--- src/rtl/destuffer.sv ---
// Bit de-stuffer: oversamples a bit-stuffed serial line at mid-bit, removes the
// bit inserted after every run of five identical bits and flags stuffing errors.
module destuffer (
    input  logic       clk_i,
    input  logic       reset_i,
    input  logic       rxin_i,
    input  logic       rxi_i,
    input  logic [7:0] baudrate_i,
    output logic       dout_o,
    output logic       dvalid_o,
    output logic       stuffbit_o,
    output logic       stufferr_o,
    output logic       frame_done_o,
    output logic [7:0] bitcount_o
);

    typedef enum logic [0:0] {StIdle, StRun} state_e;

    state_e     state_q, state_d;
    logic [7:0] baud_q, baud_d;         // position inside the bit period, 1..B
    logic [7:0] bper_q, bper_d;         // bit period in use, reloaded at each wrap
    logic [7:0] bitcount_q, bitcount_d;
    logic [2:0] runlen_q, runlen_d;
    logic       runval_q, runval_d;
    logic       stufferr_q, stufferr_d;
    logic       dout_q, dout_d;
    logic       dvalid_q, dvalid_d;
    logic       stuffbit_q, stuffbit_d;

    logic [7:0] baud_eff;
    logic [7:0] half;
    logic       sample;
    logic       frame_end;

    // Baudrate 0 and 1 both mean one cycle per bit.
    assign baud_eff = (baudrate_i == 8'd0) ? 8'd1 : baudrate_i;
    // ceil(B/2) without a carry bit.
    assign half     = {1'b0, bper_q[7:1]} + {7'd0, bper_q[0]};
    assign sample   = (state_q == StRun) && !rxi_i && (baud_q == half);
    assign frame_end = (state_q == StRun) && rxi_i;

    // Next-state logic: frame start/end, bit-period counter and run tracking.
    always_comb begin
        state_d    = state_q;
        baud_d     = baud_q;
        bper_d     = bper_q;
        bitcount_d = bitcount_q;
        runlen_d   = runlen_q;
        runval_d   = runval_q;
        stufferr_d = stufferr_q;
        dout_d     = dout_q;
        dvalid_d   = 1'b0;
        stuffbit_d = 1'b0;

        case (state_q)
            StIdle: begin
                if (!rxi_i) begin
                    state_d    = StRun;
                    baud_d     = 8'd1;
                    bper_d     = baud_eff;
                    runlen_d   = 3'd0;
                    bitcount_d = 8'd0;
                    stufferr_d = 1'b0;
                end
            end
            StRun: begin
                if (rxi_i) begin
                    // Partially elapsed bit period is simply abandoned.
                    state_d = StIdle;
                end else begin
                    if (baud_q >= bper_q) begin
                        baud_d = 8'd1;
                        bper_d = baud_eff;
                    end else begin
                        baud_d = baud_q + 8'd1;
                    end

                    if (sample) begin
                        dout_d = rxin_i;
                        if (runlen_q == 3'd5) begin
                            stuffbit_d = 1'b1;
                            if (rxin_i == runval_q) begin
                                stufferr_d = 1'b1;
                            end
                            runval_d = rxin_i;
                            runlen_d = 3'd1;
                        end else begin
                            dvalid_d = 1'b1;
                            // runlen 0 (frame start) also lands on 1 either way.
                            if (rxin_i == runval_q) begin
                                runlen_d = runlen_q + 3'd1;
                            end else begin
                                runval_d = rxin_i;
                                runlen_d = 3'd1;
                            end
                            if (bitcount_q != 8'hFF) begin
                                bitcount_d = bitcount_q + 8'd1;
                            end
                        end
                    end
                end
            end
            default: state_d = StIdle;
        endcase
    end

    // State and datapath registers with synchronous reset.
    always_ff @(posedge clk_i) begin
        if (reset_i) begin
            state_q    <= StIdle;
            baud_q     <= 8'd1;
            bper_q     <= 8'd1;
            bitcount_q <= 8'd0;
            runlen_q   <= 3'd0;
            runval_q   <= 1'b0;
            stufferr_q <= 1'b0;
            dout_q     <= 1'b0;
            dvalid_q   <= 1'b0;
            stuffbit_q <= 1'b0;
        end else begin
            state_q    <= state_d;
            baud_q     <= baud_d;
            bper_q     <= bper_d;
            bitcount_q <= bitcount_d;
            runlen_q   <= runlen_d;
            runval_q   <= runval_d;
            stufferr_q <= stufferr_d;
            dout_q     <= dout_d;
            dvalid_q   <= dvalid_d;
            stuffbit_q <= stuffbit_d;
        end
    end

    // Strobes are masked in the frame-end and reset cycles so at most one is high.
    always_comb begin
        frame_done_o = frame_end && !reset_i;
        dvalid_o     = dvalid_q && !frame_end && !reset_i;
        stuffbit_o   = stuffbit_q && !frame_end && !reset_i;
        dout_o       = dout_q;
        stufferr_o   = stufferr_q;
        bitcount_o   = bitcount_q;
    end

endmodule
--- config.mk ---
export PLATFORM = sky130hd
export DESIGN_NAME = destuffer
export DESIGN_NICKNAME = d
export VERILOG_FILES = /design/src/rtl/destuffer.sv
export SDC_FILE = /design/constraint.sdc
export NUM_CORES = 1
export LEC_CHECK = 0
export CELL_PAD_IN_SITES_DETAIL_PLACEMENT = 0
export CELL_PAD_IN_SITES_GLOBAL_PLACEMENT = 1
export CORE_UTILIZATION = 41
export DETAILED_ROUTE_END_ITERATION = 16
export HOLD_SLACK_MARGIN = 0.06
export PLACE_DENSITY = 0.8
export REMOVE_ABC_BUFFERS = 1
export SKIP_LAST_GASP = 1
export SYNTH_ARGS = -nofsm -noshare
export SYNTH_HDL_FRONTEND = slang
export SYNTH_SLANG_ARGS = --single-unit
--- constraint.sdc ---
create_clock -name clk_i -period 2.6 [get_ports clk_i]
set_input_delay 0.52 -clock clk_i [delete_from_list [all_inputs] [get_ports clk_i]]
set_output_delay 0.52 -clock clk_i [all_outputs]
set_load 0.05 [all_outputs]
* After elaboration in Yosys (flattened, before gate mapping)
Index checks and enable logic that the tools add are counted.
** Word-level totals
- Flip-flop bits (word level) :: 33
- Input bits :: 12
- Output and inout bits :: 13
- Word-level logic and storage cells :: 83
** Cells by class
- Add/sub/neg operators :: 4
- Magnitude comparators :: 1
- Equal/unequal tests :: 13
- Muxes and demuxes :: 32
- Bitwise operators :: 3
- Reductions and logical operators :: 20
** Operators with widths (number)
- $mux 8 :: 12
- $pmux 8 s2 :: 3
- $add 8x1->8 const B :: 2
- $mux 3 :: 5
- $mux 1 :: 10
- $ne 2x1->1 const B :: 5
- $reduce_and 5->1 :: 2
- $reduce_and 3->1 :: 3
- $add 7x1->8 :: 1
- $eq 8x8->1 :: 1
- $ge 8x8->1 :: 1
- $logic_and 1x1->1 :: 8
- $logic_not 8->1 :: 1
- $ne 2x2->1 const B :: 4
- $ne 8x8->1 const B :: 1
- $pmux 3 s2 :: 1
- $reduce_and 4->1 :: 1
- $reduce_or 4->1 :: 1
- $add 3x1->3 const B :: 1
- $eq 3x3->1 const B :: 1
- $logic_not 1->1 :: 3
- $not 1->1 :: 3
- $pmux 1 s2 :: 1
- $reduce_and 2->1 :: 1
- $eq 1x1->1 :: 1

* Logic depth before layout (Yosys ltp)
- Depth in word-level cells :: 6
- Gate-level depth with buffers :: 11
- Gate-level depth less buffers :: 9

* Worst setup path after synthesis
No wires, ideal clock.
- Path kind :: input-to-output
- From :: in reset_i
- To :: out frame_done_o
- Arrival time :: 1922 ps
- Data required time :: 2080 ps
- Path slack :: 158 ps
- Stages on the path :: 3
- Path buffers :: 2
- Path through :: clkbuf_1 > clkbuf_1 > nor3_1
** Between the ends
- Cells in the longest elaborated chain, start to end :: 2
** RTL lines
- start, declared :: RTL line 5 : input logic reset_i,
- $logic_not 1->1 :: RTL line 136 : frame_done_o = frame_end && !reset_i;
- $logic_and 1x1->1 :: RTL line 136
- end, declared :: RTL line 13 : output logic frame_done_o,
No other way between the ends.

* Worst setup path after layout
- From :: reg bper_q[0]
- To :: reg bitcount_q[2] (netlist: bitcount_o[2])
** Between the ends
- Cells in the longest elaborated chain, start to end :: 5
** RTL lines
- start, declared :: RTL line 21 : logic [7:0] bper_q, bper_d;
- start signal, assigned :: RTL line 123 : bper_q <= bper_d;
- $add 7x1->8 :: RTL line 38 : assign half = {1'b0, bper_q[7:1]} + {7'd0, bper_q[0]};
- $eq 8x8->1 :: RTL line 39 : assign sample = (state_q == StRun) && !rxi_i && (baud_q == half);
- $logic_and 1x1->1 :: RTL line 39
- $ne 2x1->1 (no source line)
- $reduce_and 5->1 (no source line)
- end signal, assigned :: RTL line 124 : bitcount_q <= bitcount_d;
- end, declared :: RTL line 22 : logic [7:0] bitcount_q, bitcount_d;
No other way between the ends.
A chain may end at the register's enable or synchronous reset.

==> results_dict.tcl <==
set metrics [dict create \
    yosysSeqAreaShare 0.3308 \
    vias_per_cell 5.379 \
    cts-root-buf "clkbuf_8" \
    dieArea_um2 5154 \
    grt_pass1_vias 1570 \
    ys_types 43 \
    fp.dieH_um 71.79 \
    fin_crit_ps 2408 \
    ys_ff_latch 33 \
    cts_tree "done" \
    power.density_nw_per_um2 486.0 \
    min_path_type "reg -> reg" \
    worst-path-stages 9 \
    syn_inst 234 \
    wire_per_inst_um 13.61 \
    grt_first_pass_wirelength_um 7458 \
    nNetsFinal 290 \
    hpwl_um 3319 \
    final_cell_mix "33 x dfxtp_1, 21 x clkdlybuf4s50_1, 18 x nand2_1, 16 x nand2b_1, 14 x ha_1" \
    cts_buffer_depth 2 \
    critPathTopFamily "compound AO/OA/AOI/OAI gates" \
    synth_edf_count 0 \
    power.share.switching 0.2572 \
    p_clk_frac 0.406 \
    skew_ps 7.894 \
    wl_met2_um 1942 \
    wl_met3_um 147 \
    drc_errors 0 \
    grt_use_total 0.1849 \
    utilization 0.5280 \
    internal_power_uw 894.2 \
    ant_nets 0 \
    dp_cells 309 \
    hold_violations 0 \
    p_comb_frac 0.145 \
    dp_slack_ps 156.8 \
    cp_slowest_cell "or4_1" \
    drt_iter0_drc 88 \
    rsz0062_at_grt "no" \
    r2r_start "bper_q[0]" \
    totalWireLength_um 4340 \
    coreArea_um2 4692 \
    gp_routability_congestion 0.8404 \
    startpoint_type "register" \
    cp-end-kind "register" \
    die_width_um 71.79 \
    portBuffers 24 \
    maxSlewHeadroom 0.6629 \
    cts-buffers-inserted 5 \
    min_to "stufferr_o" \
    crit_top_cell "ha_1" \
    insertion_delay_ps 290 \
    path_clk_slew_ps 80 \
    worst_slew_pin_slew_ps 504.1 \
    first_pass_iters 4 \
    async_flop_share 0 \
    ir_drop_v 0.0003180 \
    drv_slew 0 \
    stdcell_count 319 \
    grt_max_degree 25 \
    min_from "stufferr_o" \
    antenna_found_initial 0 \
    cts_num_sinks 33 \
    crit_arrival_ps 2620 \
    drive_above_1_share 0.09057 \
    holdPathStages 2 \
    critPathKind "reg -> reg" \
    crit_buf_inv 0 \
    syn_area_per_cell_um2 8.534 \
    dominantRegCellSynth "dfxtp_1" \
    fin_setup_tns_ps 0 \
    status "finished, final reports clean" \
    wirelength_met1_um 2206 \
    power_frac_seq 0.449 \
    globalRouteOverflowTotal 0 \
    worstPathCellList "ha_1 -> ha_1 -> nor2b_2 -> o21a_1 -> o31ai_1 -> o2111a_2 -> nand4_4 -> or4_1 -> o211ai_1" \
    placementRows 25 \
    slowest_delay_ps 420 \
    fin_ws_ps 192.1 \
    fmax_mhz 415.3 \
    ys_warn_count 0 \
    yosysTopAreaCellShare 0.3308 \
    num_antenna_cells 0 \
    p_sw_uw 309.6 \
    htreeDepth 2 \
    top_layer "met4" \
    regToRegEndpoint "bitcount_o[2]" \
    syn_to_final_growth_pct 24.06 \
    setup_viol 0 \
    fillers 463 \
    layout_commonest_cell "dfxtp_1" \
    synth.area.top_cells "dfxtp_1 33%, ha_1 8.8%, mux2i_1 6.5%" \
    r2r_cells 9 \
    finalPower_uw 1204 \
    required_ps 2810 \
    drv_cap 0 \
    fin_crit_sh 0.9261 \
    num_vias 1716 \
    synth_area_leader_cell "dfxtp_1" \
    r2r_slack_ps 190 \
    cts_hold_buffers 0 \
    netlist_area_um2 1997 \
    p_leak_uw 0.0009755 \
    cp_max_fo 5 \
    ioPinCount 25 \
    start_util 0.4256 \
]
routing by layer:
| layer | global-route usage | up-vias |
|---|---|---|
| li1 | - | 882 |
| met4 | 0.05882 | 0 |
| met1 | 0.2677 | 799 |
| met3 | 0.03797 | 5 |
| met5 | 0 | - |
| met2 | 0.2736 | 30 |
registers in the layout, summed over array words and instances (netlist names):
name,cells
bitcount_o,8
dvalid_q,1
baud_q,8
dout_o,1
stuffbit_q,1
state_q,1
stufferr_o,1
bper_q,8
runval_q,1
runlen_q,3
Yosys cell counts, drive strengths merged (2+ instances only):
cell,instances
dfxtp,33
nand2,18
nand2b,16
ha,14
inv,13
mux2i,13
nor2,13
nor3,11
clkbuf,8
nand3,8
nand4,8
xnor2,8
xor2,8
a21oi,7
and3,5
nor4,5
a21o,4
nor2b,4
a211oi,3
and2,3
buf,3
nand3b,3
o211ai,3
o21ai,3
a31oi,2
nand4b,2
or2,2
or3,2
or4,2
tightest hold or removal path: stages (launching register included):
cell     delay [ps]
dfxtp_1         320
o21ai_0          70
a21oi_1          60
final cells by class:
cell class	count	area [um2]	share of cell area
timing repair buffer	34	345.3	0.1394
multi-input combinational	177	1240	0.5005
clock buffer	5	68.82	0.02778
sequential	33	660.6	0.2667
inverter	13	48.80	0.01970
clock inverter	3	46.29	0.01869
tap	54	67.56	0.02727
through the flow:
| stage | hold slack, ps | cell area [um2] |
|---|---|---|
| floorplan | 464.7 | 1947 |
| global placement | 477.7 | 2345 |
| detailed placement | 478.5 | 2345 |
| CTS | 494.1 | 2460 |
| global route | 524.5 | 2477 |
| finish | 486.9 | 2477 |
power by group through the flow:
stage	clock network (uW)	logic [uW]	registers, uW
after global routing	523	197	543
after CTS	502	176	540
after detailed placement	0	174	552
after global placement	0	172	552
final	489	174	540
after floorplan	0	100	551
worst max-delay path by stage:
| stage | from | endpoint | slack [ps] |
|---|---|---|---|
| finish | bper_q[0] | bitcount_o[2] | 190 |
| global route | bper_q[0] | bitcount_o[2] | 9 |
| CTS | bper_q[0] | bitcount_o[2] | 130 |
| detailed placement | bper_q[0] | bitcount_o[2] | 160 |
| global placement | bper_q[0] | bitcount_o[2] | 260 |
| floorplan | bper_q[0] | bitcount_o[2] | 270 |
cells by family (layout without fill, tap and decap cells):
family,count (synthesis),count (layout),share of synthesized area
muxes,14,14,0.07080
adders and majority gates,14,14,0.08772
and+or+nand+nor,104,104,0.2901
xor gates and xnor gates,16,16,0.07018
DFF,33,33,0.3308
buffers and inverters,24,55,0.04950
AOI/OAI and AO/OA,29,29,0.1009
timing repair:
item                       CTS  global route
buffers inserted             0             2
resized for setup            0             1
setup endpoints to repair    0             1
(Power assumes the default switching activity.)
